`config.mk`:
```
export PLATFORM = sky130hd
export DESIGN_NAME = adc_sequencer
export DESIGN_NICKNAME = d
export VERILOG_FILES = /design/src/rtl/adc_sequencer.sv
export SDC_FILE = /design/constraint.sdc
export NUM_CORES = 1
export LEC_CHECK = 0
export ABC_CLOCK_PERIOD_IN_PS = 3000
export CAP_MARGIN = 20
export CORE_UTILIZATION = 30
export CTS_CLUSTER_DIAMETER = 100
export DETAILED_ROUTE_END_ITERATION = 10
export GPL_ROUTABILITY_DRIVEN = 1
export SETUP_SLACK_MARGIN = 0.5
export SYNTH_ARGS = -nofsm -noshare
export SYNTH_HDL_FRONTEND = slang
export SYNTH_SLANG_ARGS = --single-unit
```
`constraint.sdc`:
```
create_clock -name wb_clk_i -period 3 [get_ports wb_clk_i]
set_clock_uncertainty 0.2 [all_clocks]
set_input_delay 0.6 -clock wb_clk_i [delete_from_list [all_inputs] [get_ports wb_clk_i]]
set_output_delay 0.6 -clock wb_clk_i [all_outputs]
set_load 0.01 [all_outputs]
```
`src/rtl/adc_sequencer.sv`:
```
// Monitor ADC scheduler: walks the enabled mux channels in ascending order, settles,
// converts, and hands each result to storage as a one-cycle strobe. Wishbone-configured.
module adc_sequencer #(
  parameter int          TIMEOUT    = 1000,
  parameter int          SETTLE_RST = 16,
  parameter logic [31:0] MASK_RST   = 32'hFFFF_FFFF
) (
  input  logic        wb_clk_i,
  input  logic        wb_rst_i,
  input  logic        wb_cyc_i,
  input  logic        wb_stb_i,
  input  logic        wb_we_i,
  input  logic [15:0] wb_adr_i,
  input  logic [15:0] wb_dat_i,
  output logic [15:0] wb_dat_o,
  output logic        wb_ack_o,
  output logic [4:0]  adc_mux_sel,
  output logic        adc_start,
  input  logic        adc_done,
  input  logic [11:0] adc_data,
  output logic [11:0] adc_result,
  output logic [4:0]  adc_channel,
  output logic        adc_strb
);

  typedef enum logic [2:0] {
    S_IDLE,
    S_SELECT,
    S_SETTLE,
    S_CONVERT,
    S_STROBE
  } state_t;

  localparam logic [15:0] TO_LAST  = 16'(TIMEOUT - 1);
  localparam logic [4:0]  CH_RESET = 5'd31;

  state_t      state_q;
  logic        enable_q;
  logic [31:0] mask_q;
  logic [7:0]  settle_q;
  logic [15:0] errcnt_q;

  logic        ack_q;
  logic [15:0] dat_q;
  logic        wr_pend_q;
  logic [15:0] wr_adr_q;
  logic [15:0] wr_dat_q;

  logic [4:0]  cur_ch_q;
  logic [4:0]  mux_q;
  logic        start_q;
  logic        strb_q;
  logic [11:0] result_q;
  logic [4:0]  channel_q;
  logic [7:0]  settle_cnt_q;
  logic [15:0] to_cnt_q;

  logic        wb_req;
  logic        wr_commit;
  logic [15:0] rd_d;
  logic        busy;
  logic [4:0]  above_ch;
  logic [4:0]  wrap_ch;
  logic        above_vld;
  logic [4:0]  next_ch;
  logic        done_seen;
  logic        to_expire;
  logic        timeout_hit;

  assign wb_req    = wb_cyc_i & wb_stb_i & ~ack_q;
  // Writes are applied as ack drops, so their effect shows the cycle after ack.
  assign wr_commit = ack_q & wr_pend_q;
  assign busy      = (state_q != S_IDLE);

  always_comb begin
    rd_d = '0;
    case (wb_adr_i)
      16'd0:   rd_d = {15'b0, enable_q};
      16'd1:   rd_d = mask_q[15:0];
      16'd2:   rd_d = mask_q[31:16];
      16'd3:   rd_d = {8'b0, settle_q};
      16'd4:   rd_d = {3'b0, cur_ch_q, 7'b0, busy};
      16'd5:   rd_d = errcnt_q;
      default: rd_d = '0;
    endcase
  end

  // Lowest enabled channel above the current one, falling back to the lowest overall.
  always_comb begin
    above_ch  = '0;
    wrap_ch   = '0;
    above_vld = 1'b0;
    for (int i = 31; i >= 0; i--) begin
      if (mask_q[i]) begin
        wrap_ch = 5'(i);
        if (i > int'(cur_ch_q)) begin
          above_ch  = 5'(i);
          above_vld = 1'b1;
        end
      end
    end
    next_ch = above_vld ? above_ch : wrap_ch;
  end

  // The start cycle itself never samples adc_done.
  assign done_seen   = (state_q == S_CONVERT) & ~start_q & adc_done;
  assign to_expire   = (state_q == S_CONVERT) & ~done_seen & (to_cnt_q == TO_LAST);
  assign timeout_hit = enable_q & to_expire;

  always_ff @(posedge wb_clk_i) begin
    if (wb_rst_i) begin
      ack_q     <= 1'b0;
      dat_q     <= '0;
      wr_pend_q <= 1'b0;
      wr_adr_q  <= '0;
      wr_dat_q  <= '0;
    end else begin
      ack_q     <= wb_req;
      dat_q     <= wb_req ? rd_d : '0;
      wr_pend_q <= wb_req & wb_we_i;
      if (wb_req) begin
        wr_adr_q <= wb_adr_i;
        wr_dat_q <= wb_dat_i;
      end
    end
  end

  always_ff @(posedge wb_clk_i) begin
    if (wb_rst_i) begin
      enable_q <= 1'b0;
      mask_q   <= MASK_RST;
      settle_q <= 8'(SETTLE_RST);
      errcnt_q <= '0;
    end else begin
      if (wr_commit && wr_adr_q == 16'd5) begin
        errcnt_q <= '0;
      end else if (timeout_hit && errcnt_q != 16'hFFFF) begin
        errcnt_q <= errcnt_q + 16'd1;
      end
      if (wr_commit) begin
        case (wr_adr_q)
          16'd0:   enable_q       <= wr_dat_q[0];
          16'd1:   mask_q[15:0]   <= wr_dat_q;
          16'd2:   mask_q[31:16]  <= wr_dat_q;
          16'd3:   settle_q       <= wr_dat_q[7:0];
          default: ;
        endcase
      end
    end
  end

  always_ff @(posedge wb_clk_i) begin
    if (wb_rst_i) begin
      state_q      <= S_IDLE;
      cur_ch_q     <= CH_RESET;
      mux_q        <= '0;
      start_q      <= 1'b0;
      strb_q       <= 1'b0;
      result_q     <= '0;
      channel_q    <= '0;
      settle_cnt_q <= '0;
      to_cnt_q     <= '0;
    end else if (!enable_q) begin
      // Disabling abandons any conversion in flight; a late adc_done is ignored.
      state_q  <= S_IDLE;
      cur_ch_q <= CH_RESET;
      mux_q    <= '0;
      start_q  <= 1'b0;
      strb_q   <= 1'b0;
    end else begin
      case (state_q)
        S_IDLE: begin
          state_q <= S_SELECT;
        end
        S_SELECT: begin
          if (mask_q != '0) begin
            cur_ch_q <= next_ch;
            mux_q    <= next_ch;
            to_cnt_q <= '0;
            if (settle_q == '0) begin
              state_q <= S_CONVERT;
              start_q <= 1'b1;
            end else begin
              state_q      <= S_SETTLE;
              settle_cnt_q <= settle_q - 8'd1;
            end
          end
        end
        S_SETTLE: begin
          if (settle_cnt_q == '0) begin
            state_q <= S_CONVERT;
            start_q <= 1'b1;
          end else begin
            settle_cnt_q <= settle_cnt_q - 8'd1;
          end
        end
        S_CONVERT: begin
          start_q <= 1'b0;
          if (done_seen) begin
            result_q  <= adc_data;
            channel_q <= cur_ch_q;
            strb_q    <= 1'b1;
            state_q   <= S_STROBE;
          end else if (to_expire) begin
            state_q <= S_SELECT;
          end else begin
            to_cnt_q <= to_cnt_q + 16'd1;
          end
        end
        S_STROBE: begin
          strb_q  <= 1'b0;
          state_q <= S_SELECT;
        end
        default: begin
          state_q <= S_IDLE;
        end
      endcase
    end
  end

  assign wb_ack_o    = ack_q;
  assign wb_dat_o    = dat_q;
  assign adc_mux_sel = mux_q;
  assign adc_start   = start_q;
  assign adc_strb    = strb_q;
  assign adc_result  = result_q;
  assign adc_channel = channel_q;

endmodule

```
==> results of run 1 <==
[layer usage]
metal | up-vias | GRT usage | wire length, um
met3 | 56 | 0.04886 | 1976
met4 | 0 | 0.06054 | 642
met1 | 3946 | 0.2526 | 12070
met5 | - | 0 | 0
li1 | 3978 | - | -
met2 | 310 | 0.3306 | 13320
[synthesized netlist by cell type (all sizes together) (12+ instances only)]
master	count	area, um^2
clkbuf	47	176.4
nor4	25	156.4
a211o	33	289.0
a21oi	95	475.5
xor2	26	227.7
mux2i	20	200.2
nand4	19	118.9
o21ai	39	195.2
a222oi	16	160.2
buf	21	102.6
nand3	23	115.1
nor2b	29	181.4
and3	12	75.07
nor2	95	359.1
inv	18	67.56
dfxtp	163	3263
nand2	163	611.8
nor3	29	150.1
[per-stage QoR]
step                utilization  setup TNS [ns]  hold slack (ns)  std cells  worst slack [ns]
floorplan                     -               0           0.2360       1015            0.5224
global placement         0.3774          -2.671           0.2422       1467           -0.1999
detailed placement       0.3774          -3.191           0.2466       1467           -0.2409
CTS                      0.4072               0           0.2569       1508            0.4962
global route             0.4196               0           0.2334       1518            0.3703
finish                   0.4196               0           0.2454       1518            0.4935
[cells in the final DEF, fill, tap and decap left out, drive strengths merged, types with 5 or more instances in the layout]
| master | n |
|---|---|
| o21bai | 6 |
| nor4b | 5 |
| nand4 | 19 |
| nor2 | 95 |
| a222oi | 16 |
| and2 | 6 |
| a21oi | 95 |
| nor3 | 29 |
| xor2 | 26 |
| nand2 | 163 |
| o211ai | 10 |
| a31oi | 6 |
| a21boi | 7 |
| nor4 | 25 |
| nand3 | 23 |
| a21o | 6 |
| nand2b | 5 |
| clkdlybuf4s50 | 82 |
| nand3b | 6 |
| clkbuf | 20 |
| buf | 113 |
| and3 | 12 |
| o21ai | 39 |
| mux2i | 20 |
| a211o | 33 |
| nor2b | 29 |
| inv | 29 |
| dfxtp | 163 |
| and4 | 7 |
| nor3b | 5 |
[flip-flops by register name, summed over array words and instances (netlist names), 8 cells and up]
name and count:
mask_q 32, errcnt_q 16, to_cnt_q 16, wb_dat_o 16
wr_adr_q 16, wr_dat_q 16, adc_result 12, settle_cnt_q 8
settle_q 8
[tightest hold or removal path, delay by kind of cell]
family	cells	cell delay [ns]
AOI/OAI and AO/OA	1	0.05
buffers and inverters	1	0.12
and+or+nand+nor	1	0.06
[logic make-up after synthesis]
kind of cell / count (synthesis)
buffers and inverters: 86
AND/OR/NAND/NOR: 446
AO/OA/AOI/OAI: 265
XOR/XNOR: 30
multiplexers: 22
adder cells (fa/ha/maj): 3
flip-flops: 163
[worst paths after layout]
check	slack, ns	from	end
setup / recovery	0.49	to_cnt_q[0]	to_cnt_q[8]
hold / removal	0.25	wb_adr_i[5]	wr_adr_q[5]
setup reg to reg	0.49	to_cnt_q[0]	to_cnt_q[8]
hold reg to reg	0.25	adc_result[8]	adc_result[8]
[repair_timing]
item / CTS / global route
pin swaps: 10 / 26
hold endpoints to repair: 0 / 0
cloned: 2 / 2
gates resized for setup: 32 / 64
endpoints found under the setup margin: 77 / 62
setup buffers: 7 / 8
[final cells by class]
class                   count  share of cell area
multi-input cells         766              0.4341
flip-flops and latches    163              0.2981
repair buffers            204              0.1707
clock buffers              17             0.03858
well taps                 335             0.03801
clock inverters            15             0.01441
inverters                  18            0.006127
[power by group through the flow]
stage / registers, mW / logic, mW / clock network [mW]
after floorplan: 2.25 / 0.0748 / 0
after global placement: 2.25 / 0.179 / 0
after detailed placement: 2.25 / 0.179 / 0
after CTS: 2.20 / 0.183 / 2.25
after global routing: 2.20 / 0.199 / 2.35
final: 2.20 / 0.183 / 2.22
==> flow_summary.json, run 1 <==
{
  "slew_violations": 0,
  "clockPowerShare": 0.483,
  "gp_congestion": 0.9925,
  "fin_nets": 1223,
  "cts_buffers": 17,
  "dpl.hpwl_mm": 19.74,
  "synth_mux_area_frac": 0.02753,
  "multi_input_area_um2": 4787,
  "die_w_um": 166.2,
  "synth_xor_area_frac": 0.03248,
  "postCtsHoldBufs": 0,
  "wl_mm": 28.01,
  "cp-end-kind": "flop",
  "arrival_ns": 2.64,
  "crit_path_max_incr_delay_ns": 0.39,
  "cp-start-kind": "flop",
  "synthArstFlopShare": 0,
  "violations": "design-rule violations",
  "grt_max_degree": 40,
  "worst-path-stages": 9,
  "cap_viol_max_count": 0,
  "p_sw_frac": 0.2514,
  "drtPass1Iterations": 11,
  "netlist_instances": 1015,
  "crit_family": "simple AND/OR/NAND/NOR gates",
  "crit_slowest_cell": "a211oi_4",
  "die_area_um2": 27620,
  "grt_pass1_vias": 7839,
  "power_density_nw_per_um2": 417.9,
  "setup_viol": 0,
  "internal_power_mw": 3.450,
  "min_path_type": "in2reg",
  "crit_fanout": 8,
  "vdd_drop_max_v": 0.0002812,
  "ant_nets": 0,
  "post-route-period-util": 0.8355,
  "synth-simple-area-share": 0.2673,
  "clk_root_buffer_cell": "clkbuf_16",
  "antennaDiodeCount": 0,
  "yosysSeqAreaShare": 0.4034,
  "cts_max_path_buffers": 2,
  "path_clk_slew_ns": 0.07,
  "initial_core_util": 0.3078,
  "rsz0062_at_grt": "true",
  "cpMostUsedCell": "nand4_1",
  "cts_tree": "built",
  "crit_chain": "ha_1 > and3_1 > nand4_1 > nand2_1 > a211oi_4 > clkbuf_16 > nand4_1 > xor2_1 > nor2_1",
  "cts_sinks": 163,
  "vias_per_cell": 5.461,
  "fp.coreArea_um2": 26280,
  "dpl-instance-area_um2": 9917,
  "avgRoutedWirePerCell_um": 18.45,
  "antenna_found_initial": 0,
  "fmax_mhz": 399.0,
  "grt_pass1_wl_mm": 43.60,
  "power.share.combinational": 0.040,
  "relSlewSlack": 0.5845,
  "hold_depth": 3,
  "grtUsageTotal": 0.1988,
  "status": "finished with violations",
  "area_growth_pct": 36.32,
  "critPathKind": "reg2reg",
  "p_sw_mw": 1.159,
  "insertion_delay_ns": 0.44,
  "final_area_um2": 11030,
  "worst-path-buf-inv": 1,
  "ios": 91,
  "rows": 59,
  "synthAdderAreaFrac": 0.004640,
  "ys.flop_type": "dfxtp_1",
  "syn_area_per_cell_um2": 7.969,
  "yosysWarnings": 0,
  "grt.overflow.total": 0,
  "netlist_area_um2": 8089,
  "fin_crit_ns": 2.507,
  "final_hold_viol_count": 0,
  "p_seq_frac": 0.478,
  "synth_nets": 1068,
  "reg2regPathDepth": 9,
  "synth_compound_area_frac": 0.2218,
  "power_leakage_nw": 3.975,
  "ys_seq_elements": 163,
  "register_area_um2": 3287,
  "crit_required_ns": 3.14,
  "max_slew.worst_pin.slew_ns": 0.6218,
  "ys_types": 72,
  "drt_iter0_drc": 780,
  "port_buffers": 90,
  "synth_edf_count": 0,
  "via_count": 8290,
  "drc": 3,
  "synth_top_family_by_area": "simple AND/OR/NAND/NOR gates",
  "power.total_mw": 4.609,
  "die_y_um": 166.2,
  "layout-drive-gt1-share": 0.1817,
  "fillers": 2633,
  "cts.htree.levels": 4
}
(Power assumes the default switching activity.)
==> run 2, diff against run 1 <==
--- a/config.mk
+++ b/config.mk
@@ -5,7 +5,7 @@
 export SDC_FILE = /design/constraint.sdc
 export NUM_CORES = 1
 export LEC_CHECK = 0
-export ABC_CLOCK_PERIOD_IN_PS = 3000
+export ABC_CLOCK_PERIOD_IN_PS = 2220
 export CAP_MARGIN = 20
 export CORE_UTILIZATION = 30
 export CTS_CLUSTER_DIAMETER = 100
==> constraint.sdc (replaced) <==
create_clock -name wb_clk_i -period 2.22 [get_ports wb_clk_i]
set_clock_uncertainty 0.2 [all_clocks]
set_input_delay 0.444 -clock wb_clk_i [delete_from_list [all_inputs] [get_ports wb_clk_i]]
set_output_delay 0.444 -clock wb_clk_i [all_outputs]
set_load 0.01 [all_outputs]
==> flow_summary.json, run 2 (same netlist as run 1, synthesis figures left out) <==
{
  "status": "finished with violations",
  "violations": "design-rule violations, negative setup slack",
  "grt_pass1_vias": 8503,
  "wl_mm": 29.79,
  "area_growth_pct": 60.19,
  "fin_nets": 1368,
  "port_buffers": 90,
  "max_slew.worst_pin.slew_ns": 0.6529,
  "r2r-start": "mask_q[28]",
  "dpl-instance-area_um2": 10990,
  "post-route-period-util": 1.116,
  "path_clk_slew_ns": 0.07,
  "cap_viol_max_count": 0,
  "final_core_util": 0.4930,
  "crit_slowest_cell": "o41ai_4",
  "rows": 59,
  "crit_required_ns": 2.33,
  "timing.rr.end": "settle_cnt_q[5]",
  "cpMostUsedCell": "buf_4",
  "fp.coreArea_um2": 26280,
  "drt_iter0_drc": 909,
  "ios": 91,
  "rsz0062_at_grt": "true",
  "r2r_slack_ns": -0.26,
  "gp_congestion": 1.014,
  "final_common_cell": "buf_4",
  "slew_violations": 0,
  "power_density_nw_per_um2": 478.6,
  "final_area_um2": 12960,
  "drc": 8,
  "grt_max_degree": 63,
  "reg2regPathDepth": 9,
  "crit_family": "compound AO/OA/AOI/OAI gates",
  "largest_register": "mask_q",
  "initial_core_util": 0.3078,
  "die_area_um2": 27620,
  "die_y_um": 166.2,
  "postCtsHoldBufs": 0,
  "arrival_ns": 2.59,
  "worst-path-stages": 9,
  "largest_reg_flops": 32,
  "insertion_delay_ns": 0.43,
  "antenna_found_initial": 0,
  "via_count": 8981,
  "cts_max_path_buffers": 2,
  "layout-drive-gt1-share": 0.3685,
  "clk_root_buffer_cell": "clkbuf_16",
  "final_hold_viol_count": 0,
  "ant_nets": 0,
  "grt_pass1_wl_mm": 46.11,
  "grt.overflow.total": 0,
  "crit_chain": "nor4_2 > buf_4 > nand2_1 > o41ai_4 > buf_4 > nor2_4 > a31oi_1 > a2bb2oi_1 > nor2_1",
  "fin_crit_ns": 2.478,
  "fmax_mhz": 403.6,
  "setup_slack_ns": -0.2577,
  "crit_fanout": 4,
  "worst-path-buf-inv": 2,
  "cp-start-kind": "flop",
  "placedCellCount": 1574,
  "cts_tree": "built",
  "worstHoldStart": "wb_adr_i[5]",
  "final_cell_mix": "204 x buf_4, 140 x dfxtp_1, 135 x nand2_1, 83 x a21oi_1, 80 x nor2_1",
  "vdd_drop_max_v": 0.0003792,
  "vias_per_cell": 5.400,
  "cts_sinks": 163,
  "avgRoutedWirePerCell_um": 17.91,
  "relSlewSlack": 0.5648,
  "cp-end-kind": "flop",
  "critPathKind": "reg2reg",
  "grtUsageTotal": 0.2113,
  "cts.htree.levels": 4,
  "hold_depth": 3,
  "dpl.hpwl_mm": 20.26,
  "setup_viol": 36,
  "power_leakage_nw": 5.116,
  "crit_path_max_incr_delay_ns": 0.45,
  "final_cells": 1663,
  "whs_endpoint": "wr_adr_q[5]",
  "min_path_type": "in2reg",
  "cts_buffers": 17,
  "die_w_um": 166.2,
  "drtPass1Iterations": 8
}
## run 2: area by class of cell
| cell class | instances | area, um^2 |
|---|---|---|
| repair buffers | 348 | 3169 |
| diodes | 1 | 2.502 |
| clock buffers | 18 | 429.2 |
| multi-input cells | 767 | 5414 |
| inverters | 18 | 67.56 |
| fillers | 2476 | 13320 |
| well taps | 335 | 419.2 |
| clock inverters | 13 | 148.9 |
| flip-flops and latches | 163 | 3307 |
## run 2: worst max-delay path by stage
stage	from	to	slack, ns
5_1_grt	mask_q[28]	settle_cnt_q[5]	-0.37
3_3_place_gp	adc_done	to_cnt_q[15]	-0.46
6_report	mask_q[28]	settle_cnt_q[5]	-0.26
2_1_floorplan	mask_q[18]	settle_cnt_q[5]	-0.14
3_5_place_dp	adc_done	to_cnt_q[11]	-0.47
4_1_cts	mask_q[18]	settle_cnt_q[5]	-0.22
## run 2: tightest hold or removal path, cell delays in order
cell     delay [ns]
buf_6          0.10
nand2_1        0.06
a21oi_1        0.05
## run 2: power breakdown
| group | total, mW | switching [mW] | internal (mW) |
|---|---|---|---|
| clock network | 2.96 | 1.28 | 1.67 |
| registers | 2.98 | 0.0347 | 2.94 |
| logic | 0.267 | 0.132 | 0.134 |
## run 2: repair_timing
action,in CTS,in global routing
hold endpoints to repair,0,0
cloned,10,1
buffers inserted,19,27
endpoints found under the setup margin,153,154
gates resized for setup,248,126
pin swaps,91,62
## run 2: stage by stage
stage               total power [mW]  worst slack [ns]  setup TNS, ns  hold slack (ns)
finish                         6.201           -0.2577         -5.784          0.06008
global route                   6.398           -0.3679         -9.368          0.06133
floorplan                      3.143           -0.1416         -1.233           0.2360
CTS                            6.246           -0.2220         -4.995          0.04653
global placement               3.298           -0.4587         -17.62           0.2421
detailed placement             3.301           -0.4728         -19.40           0.2462
## run 2: per-layer routing
metal  routed length (um)  part of all wire  vias up  global-route usage
li1                     -                 -     4270                   -
met2                13060              0.44      369              0.3196
met4                 1028             0.035        0             0.08289
met1                13540              0.45     4281              0.2936
met5                    0                 0        -                   0
met3                 2164             0.073       61             0.04194
